File: src/rtl/uart_program_loader_pkg.sv
// Shared defaults and FSM state encodings for the UART program loader.
package uart_program_loader_pkg;

  localparam int CLKS_PER_BIT_DEF     = 1042;
  localparam int DATA_WIDTH_DEF       = 8;
  localparam int MEM_ADDR_WIDTH_DEF   = 4;
  localparam int MEM_REGISTERS_DEF    = 16;

  typedef enum logic [2:0] {
    ST_IDLE  = 3'd0,
    ST_START = 3'd1,
    ST_DATA  = 3'd2,
    ST_STOP  = 3'd3,
    ST_WRITE = 3'd4
  } state_e;

  // Sampling point inside the start bit, measured from the first low cycle.
  function automatic int half_bit(input int clks_per_bit);
    return clks_per_bit / 2;
  endfunction

endpackage

File: src/rtl/uart_program_loader_uart_rx_core.sv
// 8N1 receiver bit timing: start-bit qualification, data shift-in, stop-bit check.
// byte_valid_o / frame_err_o are combinational pulses in the stop-bit sample cycle.
module uart_rx_core
  import uart_program_loader_pkg::*;
#(
  parameter int CLKS_PER_BIT = CLKS_PER_BIT_DEF,
  parameter int DATA_WIDTH   = DATA_WIDTH_DEF
) (
  input  logic                  clk_i,
  input  logic                  clear_i,
  input  logic                  en_i,
  input  logic                  rx_i,
  output logic [DATA_WIDTH-1:0] byte_o,
  output logic                  byte_valid_o,
  output logic                  frame_err_o,
  output logic                  busy_o
);

  localparam int CNT_W = $clog2(CLKS_PER_BIT) + 1;
  localparam int BIT_W = $clog2(DATA_WIDTH + 1);
  localparam logic [CNT_W-1:0] LP_HALF_M1 = CNT_W'(half_bit(CLKS_PER_BIT) - 1);
  localparam logic [CNT_W-1:0] LP_FULL_M1 = CNT_W'(CLKS_PER_BIT - 1);
  localparam logic [BIT_W-1:0] LP_LAST    = BIT_W'(DATA_WIDTH - 1);

  state_e                r_state, w_state_nxt;
  logic [CNT_W-1:0]      r_baud, w_baud_nxt;
  logic [BIT_W-1:0]      r_bit, w_bit_nxt;
  logic [DATA_WIDTH-1:0] r_shift, w_shift_nxt;

  // Control registers; a soft clear or reset returns the receiver to IDLE.
  always_ff @(posedge clk_i) begin
    if (clear_i) begin
      r_state <= ST_IDLE;
      r_baud  <= '0;
      r_bit   <= '0;
    end else begin
      r_state <= w_state_nxt;
      r_baud  <= w_baud_nxt;
      r_bit   <= w_bit_nxt;
    end
  end

  // Data shift register; only ever read when byte_valid_o is high.
  always_ff @(posedge clk_i) begin
    r_shift <= w_shift_nxt;
  end

  // Next-state, counter and pulse logic.
  always_comb begin
    w_state_nxt  = r_state;
    w_baud_nxt   = r_baud;
    w_bit_nxt    = r_bit;
    w_shift_nxt  = r_shift;
    byte_valid_o = 1'b0;
    frame_err_o  = 1'b0;
    case (r_state)
      ST_IDLE: begin
        if (en_i && !rx_i) begin
          w_state_nxt = ST_START;
          w_baud_nxt  = '0;
        end
      end
      ST_START: begin
        if (r_baud == LP_HALF_M1) begin
          w_baud_nxt  = '0;
          w_bit_nxt   = '0;
          w_state_nxt = rx_i ? ST_IDLE : ST_DATA;
        end else begin
          w_baud_nxt = r_baud + 1'b1;
        end
      end
      ST_DATA: begin
        if (r_baud == LP_FULL_M1) begin
          w_baud_nxt  = '0;
          w_shift_nxt = {rx_i, r_shift[DATA_WIDTH-1:1]};
          if (r_bit == LP_LAST) begin
            w_state_nxt = ST_STOP;
          end else begin
            w_bit_nxt = r_bit + 1'b1;
          end
        end else begin
          w_baud_nxt = r_baud + 1'b1;
        end
      end
      ST_STOP: begin
        if (r_baud == LP_FULL_M1) begin
          w_baud_nxt   = '0;
          byte_valid_o = rx_i;
          frame_err_o  = !rx_i;
          w_state_nxt  = ST_IDLE;
        end else begin
          w_baud_nxt = r_baud + 1'b1;
        end
      end
      default: w_state_nxt = ST_IDLE;
    endcase
  end

  assign byte_o = r_shift;
  assign busy_o = (r_state != ST_IDLE);

endmodule

File: src/rtl/uart_program_loader.sv
// Loads UART bytes into program memory at ascending addresses while programming mode is on.
module uart_program_loader
  import uart_program_loader_pkg::*;
#(
  parameter int CLKS_PER_BIT         = CLKS_PER_BIT_DEF,
  parameter int DATA_WIDTH           = DATA_WIDTH_DEF,
  parameter int MEMORY_ADDRESS_WIDTH = MEM_ADDR_WIDTH_DEF,
  parameter int MEMORY_REGISTERS     = MEM_REGISTERS_DEF
) (
  input  logic                            clk_i,
  input  logic                            reset_i,
  input  logic                            p_programm_i,
  input  logic                            rx_i,
  output logic                            mem_we_o,
  output logic [MEMORY_ADDRESS_WIDTH-1:0] mem_addr_o,
  output logic [DATA_WIDTH-1:0]           mem_data_o,
  output logic                            busy_o,
  output logic                            done_o,
  output logic                            frame_err_o
);

  localparam int AW = MEMORY_ADDRESS_WIDTH;
  localparam logic [AW:0] LP_FULL = (AW+1)'(MEMORY_REGISTERS);

  logic                  w_clear;
  logic                  w_full;
  logic                  w_rx_en;
  logic [DATA_WIDTH-1:0] w_byte;
  logic                  w_byte_valid;
  logic                  w_frame_err;
  logic                  w_core_busy;

  // Extra top bit keeps the counter from wrapping onto address 0 at completion.
  logic [AW:0]           r_addr;
  logic                  r_we;
  logic [AW-1:0]         r_addr_out;
  logic [DATA_WIDTH-1:0] r_data;
  logic                  r_done;
  logic                  r_ferr;

  assign w_clear = reset_i | ~p_programm_i;
  assign w_full  = (r_addr == LP_FULL);
  assign w_rx_en = ~r_done & ~w_full;

  uart_rx_core #(
    .CLKS_PER_BIT (CLKS_PER_BIT),
    .DATA_WIDTH   (DATA_WIDTH)
  ) u_rx (
    .clk_i        (clk_i),
    .clear_i      (w_clear),
    .en_i         (w_rx_en),
    .rx_i         (rx_i),
    .byte_o       (w_byte),
    .byte_valid_o (w_byte_valid),
    .frame_err_o  (w_frame_err),
    .busy_o       (w_core_busy)
  );

  // Write strobe, address/data hold registers, completion and frame-error flags.
  always_ff @(posedge clk_i) begin
    if (w_clear) begin
      r_addr     <= '0;
      r_we       <= 1'b0;
      r_addr_out <= '0;
      r_data     <= '0;
      r_done     <= 1'b0;
      r_ferr     <= 1'b0;
    end else begin
      r_we   <= w_byte_valid & ~w_full;
      r_done <= r_done | w_full;
      if (w_byte_valid && !w_full) begin
        r_addr_out <= r_addr[AW-1:0];
        r_data     <= w_byte;
        r_addr     <= r_addr + 1'b1;
      end
      if (w_frame_err) begin
        r_ferr <= 1'b1;
      end
    end
  end

  assign mem_we_o    = r_we;
  assign mem_addr_o  = r_addr_out;
  assign mem_data_o  = r_data;
  assign busy_o      = w_core_busy | r_we;
  assign done_o      = r_done;
  assign frame_err_o = r_ferr;

endmodule

File: config.mk
export PLATFORM = sky130hd
export DESIGN_NAME = uart_program_loader
export DESIGN_NICKNAME = d
export VERILOG_FILES = /design/src/rtl/uart_program_loader_pkg.sv /design/src/rtl/uart_program_loader_uart_rx_core.sv /design/src/rtl/uart_program_loader.sv
export SDC_FILE = /design/constraint.sdc
export NUM_CORES = 1
export LEC_CHECK = 0
export ABC_CLOCK_PERIOD_IN_PS = 2180
export CAP_MARGIN = 25
export CORE_UTILIZATION = 56
export DETAILED_ROUTE_END_ITERATION = 7
export GPL_ROUTABILITY_DRIVEN = 0
export PLACE_DENSITY = 0.76
export SKIP_LAST_GASP = 1
export SYNTH_ARGS = -nofsm -noshare
export SYNTH_HDL_FRONTEND = slang
export SYNTH_SLANG_ARGS = --single-unit
File: constraint.sdc
create_clock -name clk_i -period 2.18 [get_ports clk_i]
set_input_delay 0.218 -clock clk_i [delete_from_list [all_inputs] [get_ports clk_i]]
set_output_delay 0.218 -clock clk_i [all_outputs]
set_load 0.02 [all_outputs]
* Yosys cells after proc, flatten, opt, wreduce, memory -nomap -nowiden
Index checks and enable logic that the tools add are counted.
** Word-level totals
- Register bits :: 47
- Input bits :: 4
- Output and inout port bits :: 16
- Word-level logic and storage cells :: 66
** Cells by class
- $add $sub $neg :: 3
- Equality and inequality tests :: 13
- Muxes and demuxes :: 19
- Bitwise operators :: 8
- Reduce and logical (&&, ||, !) cells :: 13
** Operators by type and width (count)
- $mux 12 :: 3
- $pmux 12 s3 :: 1
- $mux 3 :: 5
- $add 12x1->12 const B :: 1
- $eq 12x10->1 const B :: 1
- $eq 12x11->1 const B :: 1
- $mux 4 :: 3
- $pmux 3 s4 :: 1
- $ne 2x1->1 const B :: 5
- $pmux 4 s2 :: 1
- $eq 3x2->1 const B :: 2
- $reduce_bool 3->1 :: 2
- $add 5x1->5 const B :: 1
- $eq 5x5->1 const B :: 1
- $reduce_and 5->1 :: 1
- $add 4x1->4 const B :: 1
- $eq 4x3->1 const B :: 1
- $mux 1 :: 4
- $reduce_and 2->1 :: 2
- $reduce_and 4->1 :: 1
- $eq 3x1->1 const B :: 1
- $logic_not 3->1 :: 1
- $not 1->1 :: 3
- $or 1x1->1 :: 3
- other kinds (7) :: 10

* Depth between registers and ports, before layout
Gate-level depths: netlist (run 1).
- Depth after elaboration :: 6
- Mapped depth :: 9
- Gate-level depth less buffers :: 7

* Hierarchy
A second synthesis (run 1) with hierarchy kept.
** Second synthesis, totals
- Cells, all modules :: 229
- Area total of the unflattened synthesis :: 2150.8 µm²
** By module, submodules not included
- uart_rx_core :: times used 1, cells each 136, area each 1335.0 µm², sequential area each 600.6 µm²
- uart_program_loader :: times used 1, cells each 93, area each 815.8 µm², sequential area each 400.4 µm²

* Least setup slack after synthesis (run 1)
Ideal clock, no wire load.
- Path type :: reg2reg
- Start point :: reg u_rx.r_baud[0]
- End point :: reg u_rx.r_baud[11]
- Setup time :: 0.122 ns
- Arrival time :: 1.773 ns
- Required time :: 2.058 ns
- Path slack :: 0.286 ns
- Cell stages (with the launch flop) :: 9
- Buffers on the path :: 1
- Period minus slack after synthesis :: 1.894 ns
- Cells stage by stage :: dfxtp_1 inv_1 ha_1 nor4bb_1 nand4_1 a32o_1 buf_2 o211a_1 a221o_1
** On the way
- Longest elaborated chain between the ends :: 3
- Elaborated cells between the ends (all ways) :: 6
- Classes of those cells :: add/sub (1); eq/ne (2); mux (3)
** RTL lines
- start, declared :: line uart_program_loader_uart_rx_core.sv:26 : logic [CNT_W-1:0] r_baud, w_baud_nxt;
- start signal, assigned :: line uart_program_loader_uart_rx_core.sv:38 : r_baud <= w_baud_nxt;
- $add 12x1->12, or another cell as far along :: line uart_program_loader_uart_rx_core.sv:69, uart_program_loader_uart_rx_core.sv:82, uart_program_loader_uart_rx_core.sv:92
- $mux 12 (on tied branches) :: line uart_program_loader_uart_rx_core.sv:73, uart_program_loader_uart_rx_core.sv:86, uart_program_loader_uart_rx_core.sv:64
- $pmux 12 s3 (*) :: line uart_program_loader_uart_rx_core.sv:56 : case (r_state)
Mark *: on every way between the ends. The rest lies on a longest branch, timed or not.
A chain may end at the register's enable or synchronous reset.

* Worst setup path in the final report (run 1)
- Start point :: reg u_rx.r_baud[1]
- End point :: reg u_rx.r_bit[2]
** On the way
- Longest elaborated chain between the ends :: 3
- Elaborated cells between the ends (all ways) :: 5
- Classes of those cells :: eq/ne (4); reduce/logical (1)
** RTL lines
- $eq 12x11->1 / $eq 12x10->1 (equally long branches) :: line uart_program_loader_uart_rx_core.sv:73, uart_program_loader_uart_rx_core.sv:64
- $ne 2x1->1 (no source line)
- $reduce_and 4->1 (no source line) (*)
- end signal, assigned :: line uart_program_loader_uart_rx_core.sv:39 : r_bit <= w_bit_nxt;
- end, declared :: line uart_program_loader_uart_rx_core.sv:27 : logic [BIT_W-1:0] r_bit, w_bit_nxt;
Marked as above.

==> impl_results.md, run 1 <==
* Peak supply drop at between 500 and 600 µV
* Sequential share of power at approximately 60%
* Slowest stage delay, CP at a little over 0.5 ns
* Clock Skew at approximately 0.0067 ns
* Sum Neg Setup Slack at 0 ns
* Crit. End Element: register
* Top_reg_cell synth: dfxtp_1
* Hold buffers post-CTS at 0
* HP Class: register to register
* Worst slew pin tran at 0.516 ns
* Pre-Repair DR Iteration Count at 4
* Die height at between 60 and 70 µm
* Max clock buf depth at 2
* Kind of cell adding the most delay to the critical path: simple AND/OR/NAND/NOR gates
* Avg Inst Size Synth at approximately 9.2 µm²
* # IOs at 20
* #FFs+latches synth at 46
* H-tree levels at 2
* Crit path time final at 2.09 ns
* Largest net degree at the start of global routing at 18
* CP max-delay cell: or4b_1
* YS warnings at 0
* Placed insts at about 300
* Post-synth ARST share at 0%
* Synthesis-to-finish area growth at 18.3%
* MaxCap Viol Count at 0
* Share of layout cells above drive strength 1 at 12.4%
* Multiplexer share of the synthesized area at less than 1%
* Worst-path clk slew at 0.08 ns
* CTS Buf Count at 5
* Simple-gate share of the synthesized area at approximately a quarter
* Outcome: finished clean
* Die Wd at between 60 and 70 µm
* Crit path arrival time at between 2 and 2.5 ns
* Slew Limit Fails at 0
* Overall Global Routing Usage at between 20% and 30%
* Sw Share at roughly 23%
* Crit Path Category: register to register
* Combinational family with the most area after synthesis: simple AND/OR/NAND/NOR gates
* NumNets Final at about 270
* Antenna violations before repair at 0
* Vias in the first global route at between 1500 and 2000
* Number of flops mapped to enable cells by yosys at 8
* P_leak at a little over 0.8 nW
* CP Cell Sequence: inv_1 > ha_1 > and4b_1 > or4b_1 > a211oi_1 > xnor2_1 > nor2_1
* Post-synth top area share at 36.1%
* Layout Cells excl Fill at 304
* Reg2reg setup slack at about 0.086 ns
* Psw at 0.334 mW
* Initial Util at between 60 and 70%
* CP Buf/Inv Count at 1
* Library cells used by synthesis at 46
* WP data required at roughly 2.4 ns
* Root Buffer: clkbuf_8
* P_int at ~1.1 mW
* RSZ-0062 raised after global routing: yes
* IO buf count at 19
* Drt wl/cell at between 10 and 15 µm
* Final Core Density at a little under three quarters
* Power density cells at about 580 nW/µm²
* Clock power frac at between 30% and 40%
* Core area at approximately 3500 µm²
* Clock latency on the worst-skew pair at just over 0.3 ns
* Synth Area in Compound Gates at approximately 15%
* Cell with the most instances after synthesis: dfxtp_1
* Vias at approximately 1800
* Highest clock rate at 0.478 GHz
* Top cells by area, synth: dfxtp_1 36%, edfxtp_1 11%, nand2_1 6.2%
* CTS tree: done
* Clk sinks at 46
* Grt ovf at 0
* Post-Syn Area at roughly 2100 µm²
* Final period utilization at a little over nine tenths
* First-pass GRT wire length at roughly 7500 µm
* Synth Area in Adders at under 10%
* Cell type with the largest total area after synthesis: dfxtp_1
* Gate Count Post-Synth at 230
* Max-slew headroom at between 60% and 70%
* Seq/Total Area, Yosys at between 40 and 50%
* Core Rows at 21
* Combinational group share of total power at under 10%
* Xor/xnor share of the synthesized area at just over 2%
* Worst Setup Start Kind: register
* # DRC at 0
* WL final at ~4500 µm
* Postcts setup bufs at 0
* Antenna cells at 0
* Synth cell count leaders: 38 x dfxtp_1, 35 x nand2_1, 21 x a21oi_1
* Post-DP HPWL at ~3100 µm
* Syn nets at 240
* Total die area at roughly 4000 µm²
* Starting DRT DRC Count at around 150
* Hold Fails Final Rpt at 0
* Via/cell ratio at slightly below 6
* Max Fanout on Critical Path at 4
* # setup viols final at 0
* Post-route ant nets at 0
[area by class of cell]
type,instances,area [µm²]
Clock buffer,5,68.8
Timing Repair Buffer,32,288
Clock inverter,3,25.0
Multi-Input combinational cell,161,1010
Fill cell,273,973
Tap cell,46,57.6
Sequential cell,46,1000
Inverter,11,41.3
[timing repair]
item                                    in CTS  in global routing
resized for setup                            0                  2
hold endpoints to repair                     0                  0
endpoints found under the setup margin       0                  8
[layout by cell type, fill, tap and decap left out, types with 2 or more instances in the layout]
cell	netlist	final
clkdlybuf4s50_1	0	19
nand4b_1	2	2
a221o_1	2	2
nor4_4	2	2
a22o_1	2	2
and2_1	3	3
a31oi_1	7	7
nand2b_1	5	5
o21ai_0	5	5
xnor2_1	5	5
a21oi_1	21	21
a41oi_1	2	2
nand4_1	2	2
mux2i_1	2	2
o211a_1	2	2
ha_1	6	6
nand2_2	4	4
buf_4	2	13
dfxtp_1	38	38
or4_1	2	2
nor4_1	5	4
clkbuf_8	0	5
a21o_1	2	2
nand3_1	7	7
nor3_1	4	4
edfxtp_1	8	8
nand2_1	35	35
inv_1	11	11
nor2_1	16	16
a211oi_1	2	2
o31ai_1	2	2
[metal layers]
layer / track usage, % / vias up / wire length, µm
li1: - / 869 / -
met3: 5.25 / 7 / 179
met4: 13.1 / 0 / 89
met5: 0 / - / 0
met1: 31.9 / 841 / 2080
met2: 36.8 / 43 / 2130
[registers in the layout (all words and copies together), names as in the netlist]
register      cells
r_addr            5
frame_err_o       1
u_rx.r_baud      12
u_rx.r_state      2
u_rx.r_bit        4
u_rx.byte_o       8
mem_data_o        8
done_o            1
mem_addr_o        4
mem_we_o          1
[cell families after synthesis]
logic type | count (synthesis)
fa+ha+maj | 6
compound gates | 51
xor+xnor | 5
buf+inv | 23
flops | 46
simple gates | 97
mux | 2
[metrics by stage]
stage	total power, mW	hold slack [ns]	setup WS (ns)	cell area, µm²
final	1.44	0.457	0.0862	2490
after global placement	0.923	0.430	0.150	2390
after detailed placement	0.925	0.438	0.0739	2390
after CTS	1.45	0.457	0.0567	2480
after global routing	1.50	0.473	-0.0394	2490
after floorplan	0.906	0.317	0.286	2110
[worst paths after layout]
path                                     start       endpoint  cells past startpoint
worst max-delay path            u_rx.r_baud[1]  u_rx.r_bit[2]                      7
worst min-delay path             mem_data_o[1]  mem_data_o[1]                      2
worst min register to register   mem_data_o[1]  mem_data_o[1]                      2
worst max register to register  u_rx.r_baud[1]  u_rx.r_bit[2]                      7
[worst register-to-register path: stages (launching register included)]
cell      delay [ns]
dfxtp_1         0.35
inv_1           0.10
ha_1            0.14
and4b_1         0.25
or4b_1          0.51
a211oi_1        0.39
xnor2_1         0.18
nor2_1          0.06
[power by group through the flow]
stage                     combinational (mW)  sequential [mW]  clock, mW
after floorplan                       0.0243            0.882          0
final                                 0.0446            0.862      0.537
after global routing                  0.0483            0.863      0.593
after global placement                0.0415            0.882          0
after detailed placement              0.0426            0.882          0
after CTS                             0.0432            0.862      0.548
Note: power is estimated with default switching activity, not from simulation.
==> run 2: changes to the inputs <==
--- a/config.mk
+++ b/config.mk
@@ -9,7 +9,6 @@
 export CAP_MARGIN = 25
 export CORE_UTILIZATION = 56
 export DETAILED_ROUTE_END_ITERATION = 7
-export GPL_ROUTABILITY_DRIVEN = 0
 export PLACE_DENSITY = 0.76
 export SKIP_LAST_GASP = 1
 export SYNTH_ARGS = -nofsm -noshare
==> results of run 2 <==
Final layout, timing and power as in run 1 (identical DEF).
==> run 3: changes to the inputs <==
--- a/config.mk
+++ b/config.mk
@@ -9,6 +9,7 @@
 export CAP_MARGIN = 25
 export CORE_UTILIZATION = 56
 export DETAILED_ROUTE_END_ITERATION = 7
+export GPL_TIMING_DRIVEN = 1
 export PLACE_DENSITY = 0.76
 export SKIP_LAST_GASP = 1
 export SYNTH_ARGS = -nofsm -noshare
==> results of run 3 <==
Final layout, timing and power as in run 1 (identical DEF).
